$ cat src/rtl/mult32_final_cpa_pipe_pkg.sv
// Shared constants and payload types for the multiplier final carry-propagate stage.
package mult32_final_cpa_pipe_pkg;

    localparam int unsigned MUL_W     = 32;
    localparam int unsigned PROD_W    = 64;
    localparam int unsigned MUL_TAG_W = 5;

    // Stage-1 payload: resolved low half plus the still-redundant high half.
    // The tag travels beside this struct so TAG_W can be overridden per instance.
    typedef struct packed {
        logic [MUL_W-1:0] lo;
        logic             c32;
        logic [MUL_W-1:0] sum_hi;
        logic [MUL_W-1:0] carry_hi;
        logic             sel_hi;
    } s1_payload_t;

endpackage

$ cat src/rtl/mult32_final_cpa_pipe_cpa32.sv
// 32-bit carry-propagate adder with carry in/out; behavioural for now,
// intended to be swapped for a prefix adder without touching the pipeline.
module cpa32
    import mult32_final_cpa_pipe_pkg::*;
(
    input  logic [MUL_W-1:0] a_i,
    input  logic [MUL_W-1:0] b_i,
    input  logic             cin_i,
    output logic [MUL_W-1:0] sum_o,
    output logic             cout_o
);

    // Widen by one bit so the carry out falls out of the add.
    always_comb begin
        {cout_o, sum_o} = {1'b0, a_i} + {1'b0, b_i} + {{MUL_W{1'b0}}, cin_i};
    end

endmodule

$ cat src/rtl/mult32_final_cpa_pipe.sv
// Final carry-propagate stage of the 32x32 multiplier: resolves the redundant
// sum/carry pair into a binary product over two pipelined 32-bit halves and
// returns the selected word with its tag under a valid/ready handshake.
module mult32_final_cpa_pipe
    import mult32_final_cpa_pipe_pkg::*;
#(
    parameter int unsigned TAG_W = MUL_TAG_W,
    parameter int unsigned SPLIT = 32
) (
    input  logic              clk,
    input  logic              rst,
    input  logic              in_valid,
    output logic              in_ready,
    input  logic [63:0]       in_sum,
    input  logic [63:0]       in_carry,
    input  logic              in_sel_hi,
    input  logic [TAG_W-1:0]  in_tag,
    output logic              out_valid,
    input  logic              out_ready,
    output logic [31:0]       out_result,
    output logic [TAG_W-1:0]  out_tag,
    output logic              out_ovf
);

    logic              s1_valid_q, s1_valid_d;
    logic              s2_valid_q, s2_valid_d;
    s1_payload_t       s1_pay_q, s1_pay_d;
    logic [TAG_W-1:0]  s1_tag_q, s1_tag_d;
    logic [MUL_W-1:0]  out_result_q, out_result_d;
    logic [TAG_W-1:0]  out_tag_q, out_tag_d;
    logic              out_ovf_q, out_ovf_d;

    logic              s2_free;
    logic              s1_adv;
    logic              accept;

    logic [MUL_W-1:0]  lo_sum;
    logic              lo_cout;
    logic [MUL_W-1:0]  hi_sum;
    logic              hi_cout;

    cpa32 u_cpa_lo (
        .a_i    (in_sum[SPLIT-1:0]),
        .b_i    (in_carry[SPLIT-1:0]),
        .cin_i  (1'b0),
        .sum_o  (lo_sum),
        .cout_o (lo_cout)
    );

    cpa32 u_cpa_hi (
        .a_i    (s1_pay_q.sum_hi),
        .b_i    (s1_pay_q.carry_hi),
        .cin_i  (s1_pay_q.c32),
        .sum_o  (hi_sum),
        .cout_o (hi_cout)
    );

    // Handshake: a stage moves only when the one downstream of it frees;
    // in_ready is derived from state and out_ready only, never from in_valid.
    always_comb begin
        s2_free    = ~s2_valid_q | out_ready;
        s1_adv     = s1_valid_q & s2_free;
        in_ready   = ~s1_valid_q | s2_free;
        accept     = in_valid & in_ready;
        s1_valid_d = accept | (s1_valid_q & ~s1_adv);
        s2_valid_d = s1_adv | (s2_valid_q & ~out_ready);
    end

    // Payload next-state: registers load only on advance, otherwise hold.
    always_comb begin
        s1_pay_d     = s1_pay_q;
        s1_tag_d     = s1_tag_q;
        out_result_d = out_result_q;
        out_tag_d    = out_tag_q;
        out_ovf_d    = out_ovf_q;
        if (accept) begin
            s1_pay_d.lo       = lo_sum;
            s1_pay_d.c32      = lo_cout;
            s1_pay_d.sum_hi   = in_sum[PROD_W-1:SPLIT];
            s1_pay_d.carry_hi = in_carry[PROD_W-1:SPLIT];
            s1_pay_d.sel_hi   = in_sel_hi;
            s1_tag_d          = in_tag;
        end
        if (s1_adv) begin
            out_result_d = s1_pay_q.sel_hi ? hi_sum : s1_pay_q.lo;
            out_tag_d    = s1_tag_q;
            out_ovf_d    = hi_cout;
        end
    end

    // Pipeline registers with synchronous reset that discards in-flight entries.
    always_ff @(posedge clk) begin
        if (rst) begin
            s1_valid_q   <= 1'b0;
            s2_valid_q   <= 1'b0;
            s1_pay_q     <= '0;
            s1_tag_q     <= '0;
            out_result_q <= '0;
            out_tag_q    <= '0;
            out_ovf_q    <= 1'b0;
        end else begin
            s1_valid_q   <= s1_valid_d;
            s2_valid_q   <= s2_valid_d;
            s1_pay_q     <= s1_pay_d;
            s1_tag_q     <= s1_tag_d;
            out_result_q <= out_result_d;
            out_tag_q    <= out_tag_d;
            out_ovf_q    <= out_ovf_d;
        end
    end

    // Outputs come straight from stage-2 registers.
    always_comb begin
        out_valid  = s2_valid_q;
        out_result = out_result_q;
        out_tag    = out_tag_q;
        out_ovf    = out_ovf_q;
    end

endmodule
$ cat config.mk
export PLATFORM = sky130hd
export DESIGN_NAME = mult32_final_cpa_pipe
export DESIGN_NICKNAME = d
export VERILOG_FILES = /design/src/rtl/mult32_final_cpa_pipe_pkg.sv /design/src/rtl/mult32_final_cpa_pipe_cpa32.sv /design/src/rtl/mult32_final_cpa_pipe.sv
export SDC_FILE = /design/constraint.sdc
export NUM_CORES = 1
export LEC_CHECK = 0
export BUFFER_PORTS_ARGS = -buffer_cell sky130_fd_sc_hd__buf_4
export CAP_MARGIN = 20
export CORE_UTILIZATION = 45
export DETAILED_ROUTE_END_ITERATION = 12
export PLACE_DENSITY = 0.77
export SYNTH_ARGS = -nofsm -noshare
export SYNTH_HDL_FRONTEND = slang
export SYNTH_SLANG_ARGS = --single-unit
$ cat constraint.sdc
create_clock -name clk -period 3.5 [get_ports clk]
set_clock_uncertainty 0.2 [all_clocks]
set_input_delay 0.7 -clock clk [delete_from_list [all_inputs] [get_ports clk]]
set_output_delay 0.7 -clock clk [all_outputs]
set_load 0.05 [all_outputs]
-- Word-level counts from Yosys, hierarchy flattened
Index checks and enable logic that the tools add are counted.
- multiplexer cells: 1
- bitwise gates (word level): 12
- add/sub/neg operators: 3
- operators with widths (kind ; count):
    $add 32x32->33 ; 2
    $add 33x1->33 ; 1
    $mux 32 ; 1
    $and 1x1->1 ; 4
    $not 1->1 ; 4
    $or 1x1->1 ; 4
- bits of input ports: 138
- flip-flop bits (word level): 143
- output and inout bits: 40

-- Logic depth before layout (Yosys ltp)
Gate-level depths: netlist of the first run.
- depth in word-level cells: 6
- gate-level depth with buffers: 10
- gate-level depth less buffers: 10

-- Cells and area by module
From an unflattened synthesis of the first run, not the netlist that was laid out.
- cell total of the unflattened synthesis: 1136
- area, all modules: 10028.4 um^2
- by module, submodules not included (module ; area each (um^2) ; instances ; seq. area each (um^2) ; cells an instance):
    mult32_final_cpa_pipe ; 6372.4 ; 1 ; 2862.7 ; 631
    cpa32 at u_cpa_hi ; 1854.3 ; 1 ; 0.0 ; 259
    cpa32 at u_cpa_lo ; 1801.7 ; 1 ; 0.0 ; 246

-- Worst setup path after synthesis of the first run
Ideal clock, no wire load.
- path type: reg2reg
- start point: register s1_pay_q[1] in the netlist's numbering
- end point: register out_result_q[30], in the netlist out_result[30]
- data arrival time: 2753 ps
- required time: 3173 ps
- stages on the path, launching flop included: 11
- setup slack: 420 ps
- period minus slack after synthesis: 3080 ps
- path buffers: 0
- cells stage by stage: dfxtp_1 > fa_1 > fa_1 > a211oi_1 > o21ai_1 > a21oi_2 > nor4_4 > o21ai_2 > a21oi_4 > mux2i_1 > or3_1
- word-level cells in the longest chain between the ends: 3
- RTL lines (element ; RTL line ; source):
    start, declared ; mult32_final_cpa_pipe.sv:27 ; s1_payload_t s1_pay_q, s1_pay_d;
    start signal, assigned ; mult32_final_cpa_pipe.sv:104 ; s1_pay_q <= s1_pay_d;
    $add 32x32->33 ; mult32_final_cpa_pipe_cpa32.sv:15 ; {cout_o, sum_o} = {1'b0, a_i} + {1'b0, b_i} + {{MUL_W{1'b0}}, cin_i};
    $add 33x1->33 ; mult32_final_cpa_pipe_cpa32.sv:15 ;
    $mux 32 ; mult32_final_cpa_pipe.sv:85 ; out_result_d = s1_pay_q.sel_hi ? hi_sum : s1_pay_q.lo;
    end signal, assigned ; mult32_final_cpa_pipe.sv:106 ; out_result_q <= out_result_d;
    end, declared ; mult32_final_cpa_pipe.sv:29 ; logic [MUL_W-1:0] out_result_q, out_result_d;
Every way passes these cells.
A chain may end at the register's enable or synchronous reset.

-- Final worst setup path of the first run
Same ends and word-level chain as after synthesis.

==> key figures, run 1 <==
Critical path
  • FF-to-FF path depth: 10
  • Critical path launch point type: flip-flop
  • Crit end category: flip-flop
  • Crit path capture: out_result[30]
  • Critical path type: flip-flop to flip-flop
  • Req. time, crit path: 3.61 ns
  • WP data arrival: 3.38 ns
  • RR Startpoint: s1_pay_q[1]
  • Max FO, Critical Path: 5
  • Crit path launch: s1_pay_q[1]
  • Reg-to-reg slack, setup: 0.23 ns
  • R2R Path End: out_result[30]

Place
  • Dpl hpwl: 18.4 mm
  • GPL Wtd Cong: 0.897
  • Area post-placement: 10,300 um^2
  • PortBufs: 177

Power and ir drop
  • Power share of the clock group: 0.379
  • Combinational power share: 0.235
  • Sequential power share: 0.386
  • Pleak: 0.00473 uW
  • Sw Share: 0.320
  • Cell-internal power: 3200 uW
  • Power Density: 433 nW/um^2
  • Switching pwr: 1500 uW
  • VDD IR-drop max: 347 uV

Die
  • Initial core utilization: 0.463
  • Die W: 141 um
  • Site Rows: 50
  • Die Span Y: 141 um
  • Num ports: 178
  • Full die area: 20,000 um^2
  • Core area: 18,800 um^2

Drt
  • 1st-pass router iterations: 5
  • DR DRC count: 0
  • Final Routed Wirelength: 24.6 mm
  • Post-route ant nets: 0
  • Wirelength per Cell: 15.9 um
  • DRT iter0 DRCs: 572
  • Vias post-DR: 8,628
  • Vias per cell: 5.56

STA
  • Max Slew Vio Count: 0
  • Fmax: 306 MHz
  • RSZ-0062 raised after global routing: no
  • Slew HR: 0.485
  • Hold slack: 0.249 ns
  • Final setup viols: 0
  • Final Hold Viols: 0
  • Least-Margin Pin Slew: 0.763 ns
  • Post-Route Setup TNS: 0 ns
  • Post-route minimum period: 3.27 ns
  • Crit share post-route: 0.933

Synth
  • Synth Area in Adders: 0.0972
  • Ys Warns: 0
  • Register area share after synthesis: 0.328
  • Xor and xnor fraction of the mapped netlist area: 0.0391
  • Syn avg cell area: 7.69 um^2
  • Top_reg_cell synth: dfxtp_1
  • Cells after Synth: 1,135
  • Synth Area in Compound Gates: 0.272
  • Flops & latches, synth: 143
  • Largest family of logic cells by synthesized area: compound AO/OA/AOI/OAI gates
  • Mapped Area: 8730 um^2
  • Post-synthesis net count: 1,339
  • Synth Area in Simple Gates: 0.206
  • Mux contribution to synthesized area: 0.0185
  • Distinct cells, synth: 71
  • EDFF count, synth: 0
  • Async SR Flop Fraction: 0

Clock network
  • Total CTS buffers: 17
  • H-Tree Depth: 4
  • Worst-path clk slew: 0.07 ns
  • Hold buffer count at CTS: 0
  • CTS root buffer: clkbuf_16
  • Clock latency on the worst-skew pair: 0.42 ns
  • Clock Tree Buf Depth: 2
  • TritonCTS clock tree: done
  • # clock sinks: 143

Cells and area
  • Most frequent cells in the layout: nand2_1, buf_4, a21oi_1, dfxtp_1, ha_1
  • Design area: 10,800 um^2
  • Share of post-route cells with drive strength above 1: 0.195
  • Nets: 1,482
  • Area grow syn2layout: 24.3%
  • Most common cell after layout, fill and taps aside: nand2_1
  • Ant diodes: 0

GRT
  • Tot GR Track Use: 0.252
  • Initial antenna violation count: 0
  • Grt ovf: 0
  • First-pass GRT wire length: 40.4 mm
  • Vias in the first global route: 8,366
  • Largest net degree at the start of global routing: 48

Flow run
  • Max Cap Violations: 0

Min path
  • Hold Crit Class: flip-flop to flip-flop

Outcome
  • Outcome: finished clean
## through the flow
stage	setup WS (ns)	utilization	instances	power (uW)
3_5_place_dp	0.0809	0.545	1519	2940
5_1_grt	0.0569	0.576	1551	4920
6_report	0.234	0.576	1551	4700
4_1_cts	0.151	0.576	1551	4710
3_3_place_gp	0.129	0.545	1519	2930
2_1_floorplan	0.420	-	1135	2570
## worst min path at each step
stage	start	cells after the start	end
global route	s1_pay_q[81]	2	s1_pay_q[81]
CTS	s1_pay_q[81]	2	s1_pay_q[81]
global placement	s1_tag_q[3]	2	out_tag[3]
detailed placement	s1_pay_q[81]	2	s1_pay_q[81]
floorplan	s1_pay_q[87]	2	s1_pay_q[87]
finish	s1_pay_q[81]	2	s1_pay_q[81]
## logic make-up after synthesis
kind of cell	count (synthesis)
xor gates and xnor gates	39
and+or+nand+nor	404
muxes	16
adders and majority gates	66
AOI/OAI and AO/OA	378
DFF	143
buffers and inverters	89
## cell type report
class | count | area [um^2]
clock buffers | 17 | 425
fillers | 1791 | 7980
repair buffers | 191 | 1450
multi-input cells | 903 | 5560
flip-flops and latches | 143 | 2860
well taps | 260 | 325
clock inverters | 15 | 150
inverters | 22 | 82.6
## synth_stat cells, drive strengths merged, types with 4 or more instances
master   instances  area [um^2]
a2111oi          4         47.6
nor2            59          224
a21o            35          263
ha              63          788
a31oi           15          145
nand4           14         93.8
nand3           30          150
o22ai            7         43.8
dfxtp          143         2860
and3            10         62.6
buf              9         36.3
a21oi          179          915
a211oi          23          173
o21bai           9         67.6
nor4             4         40.0
clkbuf          58          219
o31ai            9         72.6
o21ai           59          310
a311oi           4         35.0
inv             22         82.6
nand2b           5         31.3
xnor2           29          254
xor2            10         87.6
or3             11         68.8
and2             6         37.5
o211ai           8         60.1
nor2b            9         56.3
mux2i           15          150
nand2          234          881
nor3            12         76.3
## critical path, stage by stage, from the launching register on
cell and delay [ns]:
dfxtp_1 0.33, fa_1 0.48, fa_1 0.46, a211oi_2 0.31, o21ai_1 0.15, a21oi_2 0.32, nor4_4 0.10, o21ai_2 0.24
a21oi_4 0.10, mux2i_1 0.13, or3_1 0.33
## power groups by stage
| stage | sequential, uW | clock (uW) | combinational (uW) |
|---|---|---|---|
| finish | 1810 | 1780 | 1100 |
| global route | 1820 | 1880 | 1210 |
| CTS | 1810 | 1800 | 1100 |
| detailed placement | 1850 | 0 | 1090 |
| global placement | 1840 | 0 | 1080 |
| floorplan | 1920 | 0 | 652 |
## registers in the layout, summed over array words and instances (netlist names)
name        cells
out_tag         5
out_result     32
out_valid       1
out_ovf         1
s1_pay_q       98
s1_tag_q        5
s1_valid_q      1
## per-layer routing
metal,track usage,up-vias,routed length (um)
met5,0,-,0
met1,0.321,4006,11100
li1,-,4359,-
met4,0.0749,0,483
met3,0.0543,37,1370
met2,0.425,226,11700
## repair_timing
| action | CTS | global route |
|---|---|---|
| gates resized for setup | 0 | 1 |
| setup buffers | 0 | 0 |
| endpoints found under the setup margin | 0 | 1 |
Power figures use the tool's default switching activity.
==> inputs of run 2 (changes only) <==
Settings changed: PLACE_DENSITY 0.77 to 0.75, SYNTH_HIERARCHICAL set to 1.
==> key figures, run 2 <==
Outcome
  • Outcome: finished clean

Drt
  • DRT iter0 DRCs: 525
  • Wirelength per Cell: 15.6 um
  • Post-route ant nets: 0
  • 1st-pass router iterations: 6
  • Vias post-DR: 8,445
  • DR DRC count: 0
  • Final Routed Wirelength: 24.5 mm
  • Vias per cell: 5.36

Die
  • Core area: 21,800 um^2
  • Die Span Y: 151 um
  • Site Rows: 54
  • Full die area: 22,900 um^2
  • Die W: 151 um
  • Num ports: 178
  • Initial core utilization: 0.460

STA
  • Post-Route Setup TNS: 0 ns
  • Slew HR: 0.329
  • Post-route minimum period: 3.42 ns
  • Crit share post-route: 0.978
  • Hold slack: 0.268 ns
  • Least-Margin Pin Slew: 1.01 ns
  • Final WS setup: 0.0784 ns
  • Final setup viols: 0
  • Fmax: 292 MHz
  • Final Hold Viols: 0
  • Max Slew Vio Count: 0

Cells and area
  • Share of post-route cells with drive strength above 1: 0.200
  • Nets: 1,487
  • Most frequent cells in the layout: nand2b_1, buf_4, dfxtp_1, mux2i_1, a21oi_1
  • Top reg by flops: s1_pay_q
  • Number of fillers in the final layout: 2,026
  • Ant diodes: 0
  • Utilization after layout: 0.554
  • Area grow syn2layout: 20.6%
  • Most common cell after layout, fill and taps aside: nand2b_1
  • Flip-flop count of the largest register after layout: 98

Synth
  • Post-synthesis net count: 1,340
  • Distinct cells, synth: 80
  • Async SR Flop Fraction: 0
  • Ys Warns: 6
  • Top-count cell post-synth: nand2b_1
  • Mapped Area: 10,000 um^2
  • Syn avg cell area: 8.83 um^2
  • Top cells by count, synth: nand2b_1, dfxtp_1, mux2i_1
  • Leading post-synthesis cells by cell area: dfxtp_1, mux2i_1, nand2b_1
  • Synth area leader: dfxtp_1
  • Register area share after synthesis: 0.285
  • Flops & latches, synth: 143
  • EDFF count, synth: 0
  • Top_reg_cell synth: dfxtp_1
  • Area share of the largest cell type after synthesis: 0.285
  • Cells after Synth: 1,136

Critical path
  • WP data arrival: 3.56 ns
  • Req. time, crit path: 3.64 ns
  • Max FO, Critical Path: 4
  • Critical path launch point type: flip-flop
  • Crit end category: flip-flop
  • Critical path type: flip-flop to flip-flop

Flow run
  • Max Cap Violations: 0

Power and ir drop
  • Power Density: 409 nW/um^2
  • Sequential power share: 0.374
  • Pleak: 0.00538 uW
  • Power share of the clock group: 0.365
  • Switching pwr: 1550 uW
  • Cell-internal power: 3400 uW
  • Sw Share: 0.313
  • VDD IR-drop max: 333 uV
  • Combinational power share: 0.261

GRT
  • Grt ovf: 0
  • Vias in the first global route: 7,796
  • Tot GR Track Use: 0.216
  • First-pass GRT wire length: 39.3 mm
  • Largest net degree at the start of global routing: 104
  • Initial antenna violation count: 0

Min path
  • Hold Crit Class: flip-flop to flip-flop

Place
  • PortBufs: 177
  • GPL Wtd Cong: 0.918
  • Pre-CTS WS: -0.00953 ns
  • Dpl hpwl: 18.1 mm

Clock network
  • CTS root buffer: clkbuf_16
  • H-Tree Depth: 4
  • Worst-path clk slew: 0.06 ns
  • Total CTS buffers: 17
  • Clock Tree Buf Depth: 2
  • # clock sinks: 143
  • TritonCTS clock tree: done
  • Clock latency on the worst-skew pair: 0.43 ns
run 2: path summary, 6_finish.rpt:
kind | endpoint | cells after the start | slack, ns | start
worst max-delay path | out_result[28] | 11 | 0.08 | s1_pay_q[33]
worst min-delay path | out_tag[4] | 2 | 0.27 | s1_tag_q[4]
worst max register to register | out_result[28] | 11 | 0.08 | s1_pay_q[33]
worst min register to register | out_tag[4] | 2 | 0.27 | s1_tag_q[4]
run 2: final cells by class:
| type | instances | area [um^2] | area share |
|---|---|---|---|
| Inverter | 21 | 78.8 | 0.00652 |
| Timing Repair Buffer | 194 | 1490 | 0.123 |
| Sequential cell | 143 | 2860 | 0.237 |
| Multi-Input combinational cell | 906 | 6730 | 0.556 |
| Clock buffer | 17 | 425 | 0.0352 |
| Clock inverter | 15 | 159 | 0.0131 |
| Tap cell | 280 | 350 | 0.0290 |
run 2: power groups by stage:
stage / combinational [uW] / clock [uW] / sequential [uW]
2_1_floorplan: 838 / 0 / 1950
3_3_place_gp: 1260 / 0 / 1880
3_5_place_dp: 1280 / 0 / 1890
4_1_cts: 1290 / 1840 / 1850
5_1_grt: 1410 / 1900 / 1870
6_report: 1290 / 1800 / 1850
run 2: kinds of logic (layout without fill, tap and decap cells):
logic type	after synthesis	in the layout	share of synthesized area
muxes	138	138	0.138
AOI/OAI and AO/OA	287	287	0.192
DFF	143	143	0.285
and+or+nand+nor	362	362	0.207
buffers and inverters	87	247	0.0465
xor gates and xnor gates	52	52	0.0454
other	1	1	0.000374
adders and majority gates	66	66	0.0853
run 2: what timing repair did:
action	in CTS	in global routing
resized for setup	0	5
endpoints found under the setup margin	0	3
buffers inserted	0	2
hold buffers	0	0
run 2: per-stage QoR:
step / power, uW / std cells / cell area (um^2)
global route: 5180 / 1576 / 12100
global placement: 3140 / 1542 / 11500
CTS: 4970 / 1574 / 12100
finish: 4950 / 1576 / 12100
floorplan: 2780 / 1136 / 10000
detailed placement: 3160 / 1542 / 11500
run 2: worst max-delay path, stage by stage (launching register included):
cell      delay, ns
dfxtp_1        0.33
fa_1           0.50
fa_1           0.44
a21oi_1        0.27
o32ai_2        0.14
o211ai_2       0.27
a21o_1         0.22
o21ai_2        0.12
a21o_1         0.21
a311oi_2       0.26
mux2i_1        0.12
a211oi_1       0.25
run 2: routing by layer:
metal	share of wire	track usage	routed length, um	vias to the layer above
li1	-	-	-	4346
met1	0.48	0.304	11900	3843
met2	0.45	0.332	11000	224
met3	0.043	0.0337	1060	32
met4	0.023	0.0765	556	0
met5	0	0	0	-
==> inputs of run 3 (changes only) <==
Settings changed: GPL_TIMING_DRIVEN set to 0, PLACE_DENSITY 0.75 to 0.66.
==> key figures, run 3 (synthesis gave the netlist of run 2 again) <==
Outcome
  • Outcome: finished clean

Cells and area
  • Ant diodes: 0
  • Most frequent cells in the layout: nand2b_1, buf_4, dfxtp_1, mux2i_1, a21oi_1
  • Area grow syn2layout: 23.0%
  • Share of post-route cells with drive strength above 1: 0.200
  • Register area: 2860 um^2
  • Flip-flop count of the largest register after layout: 98
  • Nets: 1,538
  • Most common cell after layout, fill and taps aside: nand2b_1
  • Top reg by flops: s1_pay_q
  • Number of fillers in the final layout: 2,021
  • Non-filler cells, final: 1,627
  • Multi-input logic area: 6730 um^2

GRT
  • Tot GR Track Use: 0.236
  • Grt ovf: 0
  • Met1 Use GR: 0.306
  • First-pass GRT wire length: 42.0 mm
  • Met3 GRT Util: 0.0383
  • Initial antenna violation count: 0
  • Largest net degree at the start of global routing: 17
  • M2 GR Usage: 0.392
  • Vias in the first global route: 8,358
  • Busiest layer in global routing: met2

Clock network
  • CTS root buffer: clkbuf_16
  • H-Tree Depth: 4
  • Clock Tree Buf Depth: 2
  • Total CTS buffers: 17
  • Worst-path clk slew: 0.06 ns
  • # clock sinks: 143
  • TritonCTS clock tree: done
  • Clock latency on the worst-skew pair: 0.43 ns

Power and ir drop
  • Power Density: 403 nW/um^2
  • Switching pwr: 1550 uW
  • Combinational power share: 0.266
  • VDD IR-drop max: 340 uV
  • Sw Share: 0.312
  • Pleak: 0.00548 uW
  • Sequential power share: 0.372
  • Cell-internal power: 3430 uW
  • Power share of the clock group: 0.363

STA
  • Final Hold Viols: 0
  • Post-route minimum period: 3.35 ns
  • Fmax: 299 MHz
  • Max Slew Vio Count: 0
  • Slew HR: 0.553
  • RSZ-0062 raised after global routing: yes
  • Final setup viols: 0
  • Crit share post-route: 0.957
  • Least-Margin Pin Slew: 0.662 ns
  • Post-Route Setup TNS: 0 ns

Critical path
  • Req. time, crit path: 3.60 ns
  • Crit end category: flip-flop
  • Critical path type: flip-flop to flip-flop
  • Critical path launch point type: flip-flop
  • Max FO, Critical Path: 4
  • WP data arrival: 3.45 ns

Drt
  • Vias per cell: 5.31
  • DRT iter0 DRCs: 373
  • Wirelength per Cell: 16.2 um
  • DR DRC count: 0
  • Vias post-DR: 8,636
  • 1st-pass router iterations: 5
  • Final Routed Wirelength: 26.4 mm
  • Post-route ant nets: 0

Place
  • Dpl hpwl: 20.9 mm
  • PortBufs: 176
  • GPL Wtd Cong: 0.910
  • Placed Instances: 1,592

Die
  • Num ports: 178
  • Site Rows: 54
  • Full die area: 22,900 um^2
  • Initial core utilization: 0.460
  • Core area: 21,800 um^2
  • Die W: 151 um
  • Die Span Y: 151 um

Flow run
  • Max Cap Violations: 0

Min path
  • Hold Crit Class: flip-flop to flip-flop
run 3: power groups by stage:
stage                     registers, uW  logic (uW)  clock network (uW)
after floorplan                    1950         838                   0
after global placement             1880        1300                   0
after detailed placement           1880        1310                   0
after CTS                          1850        1320                1830
after global routing               1860        1450                1910
final                              1850        1320                1800
run 3: layout make-up:
cell class                      instances  share of cell area
Clock buffer                           21              0.0365
Tap cell                              280              0.0284
Buffer                                 66              0.0314
Timing Repair Buffer                  179               0.109
Sequential cell                       143               0.232
Multi-Input combinational cell        906               0.546
Clock inverter                         11              0.0107
Inverter                               21             0.00639
run 3: timing repair:
action	in CTS	in global routing
pin swaps	1	1
buffers inserted	1	2
setup endpoints to repair	1	5
hold buffers	0	0
resized for setup	0	6
run 3: path summary, 6_finish.rpt:
path / start / end / slack, ns / cells after the start
max: s1_pay_q[33] / out_result[28] / 0.15 / 11
min: s1_pay_q[66] / s1_pay_q[66] / 0.28 / 2
max reg2reg: s1_pay_q[33] / out_result[28] / 0.15 / 11
min reg2reg: s1_pay_q[66] / s1_pay_q[66] / 0.28 / 2
run 3: worst max-delay path, cell delays in order (launching register included):
cell and delay, ns:
dfxtp_1 0.33, fa_1 0.48, fa_1 0.45, a21oi_2 0.21, o32ai_2 0.12, o211ai_2 0.23
a21o_1 0.22, o21ai_2 0.12, a2111oi_0 0.50, a311oi_2 0.12, mux2i_1 0.15, a211oi_1 0.09
run 3: per-stage QoR:
step / total power [uW] / cell area, um^2 / setup slack [ns] / hold WS, ns / util
CTS: 5000 / 12300 / 0.0491 / 0.274 / 0.563
finish: 4980 / 12300 / 0.151 / 0.275 / 0.565
global route: 5220 / 12300 / 0.00240 / 0.295 / 0.565
floorplan: 2780 / 10000 / 0.235 / 0.244 / -
global placement: 3180 / 11700 / -0.161 / 0.260 / 0.536
detailed placement: 3190 / 11700 / -0.188 / 0.263 / 0.536
run 3: layer usage:
layer,part of all wire,wire length [um]
met3,0.049,1300
met2,0.47,12300
met5,0,0
met1,0.46,12200
met4,0.024,643
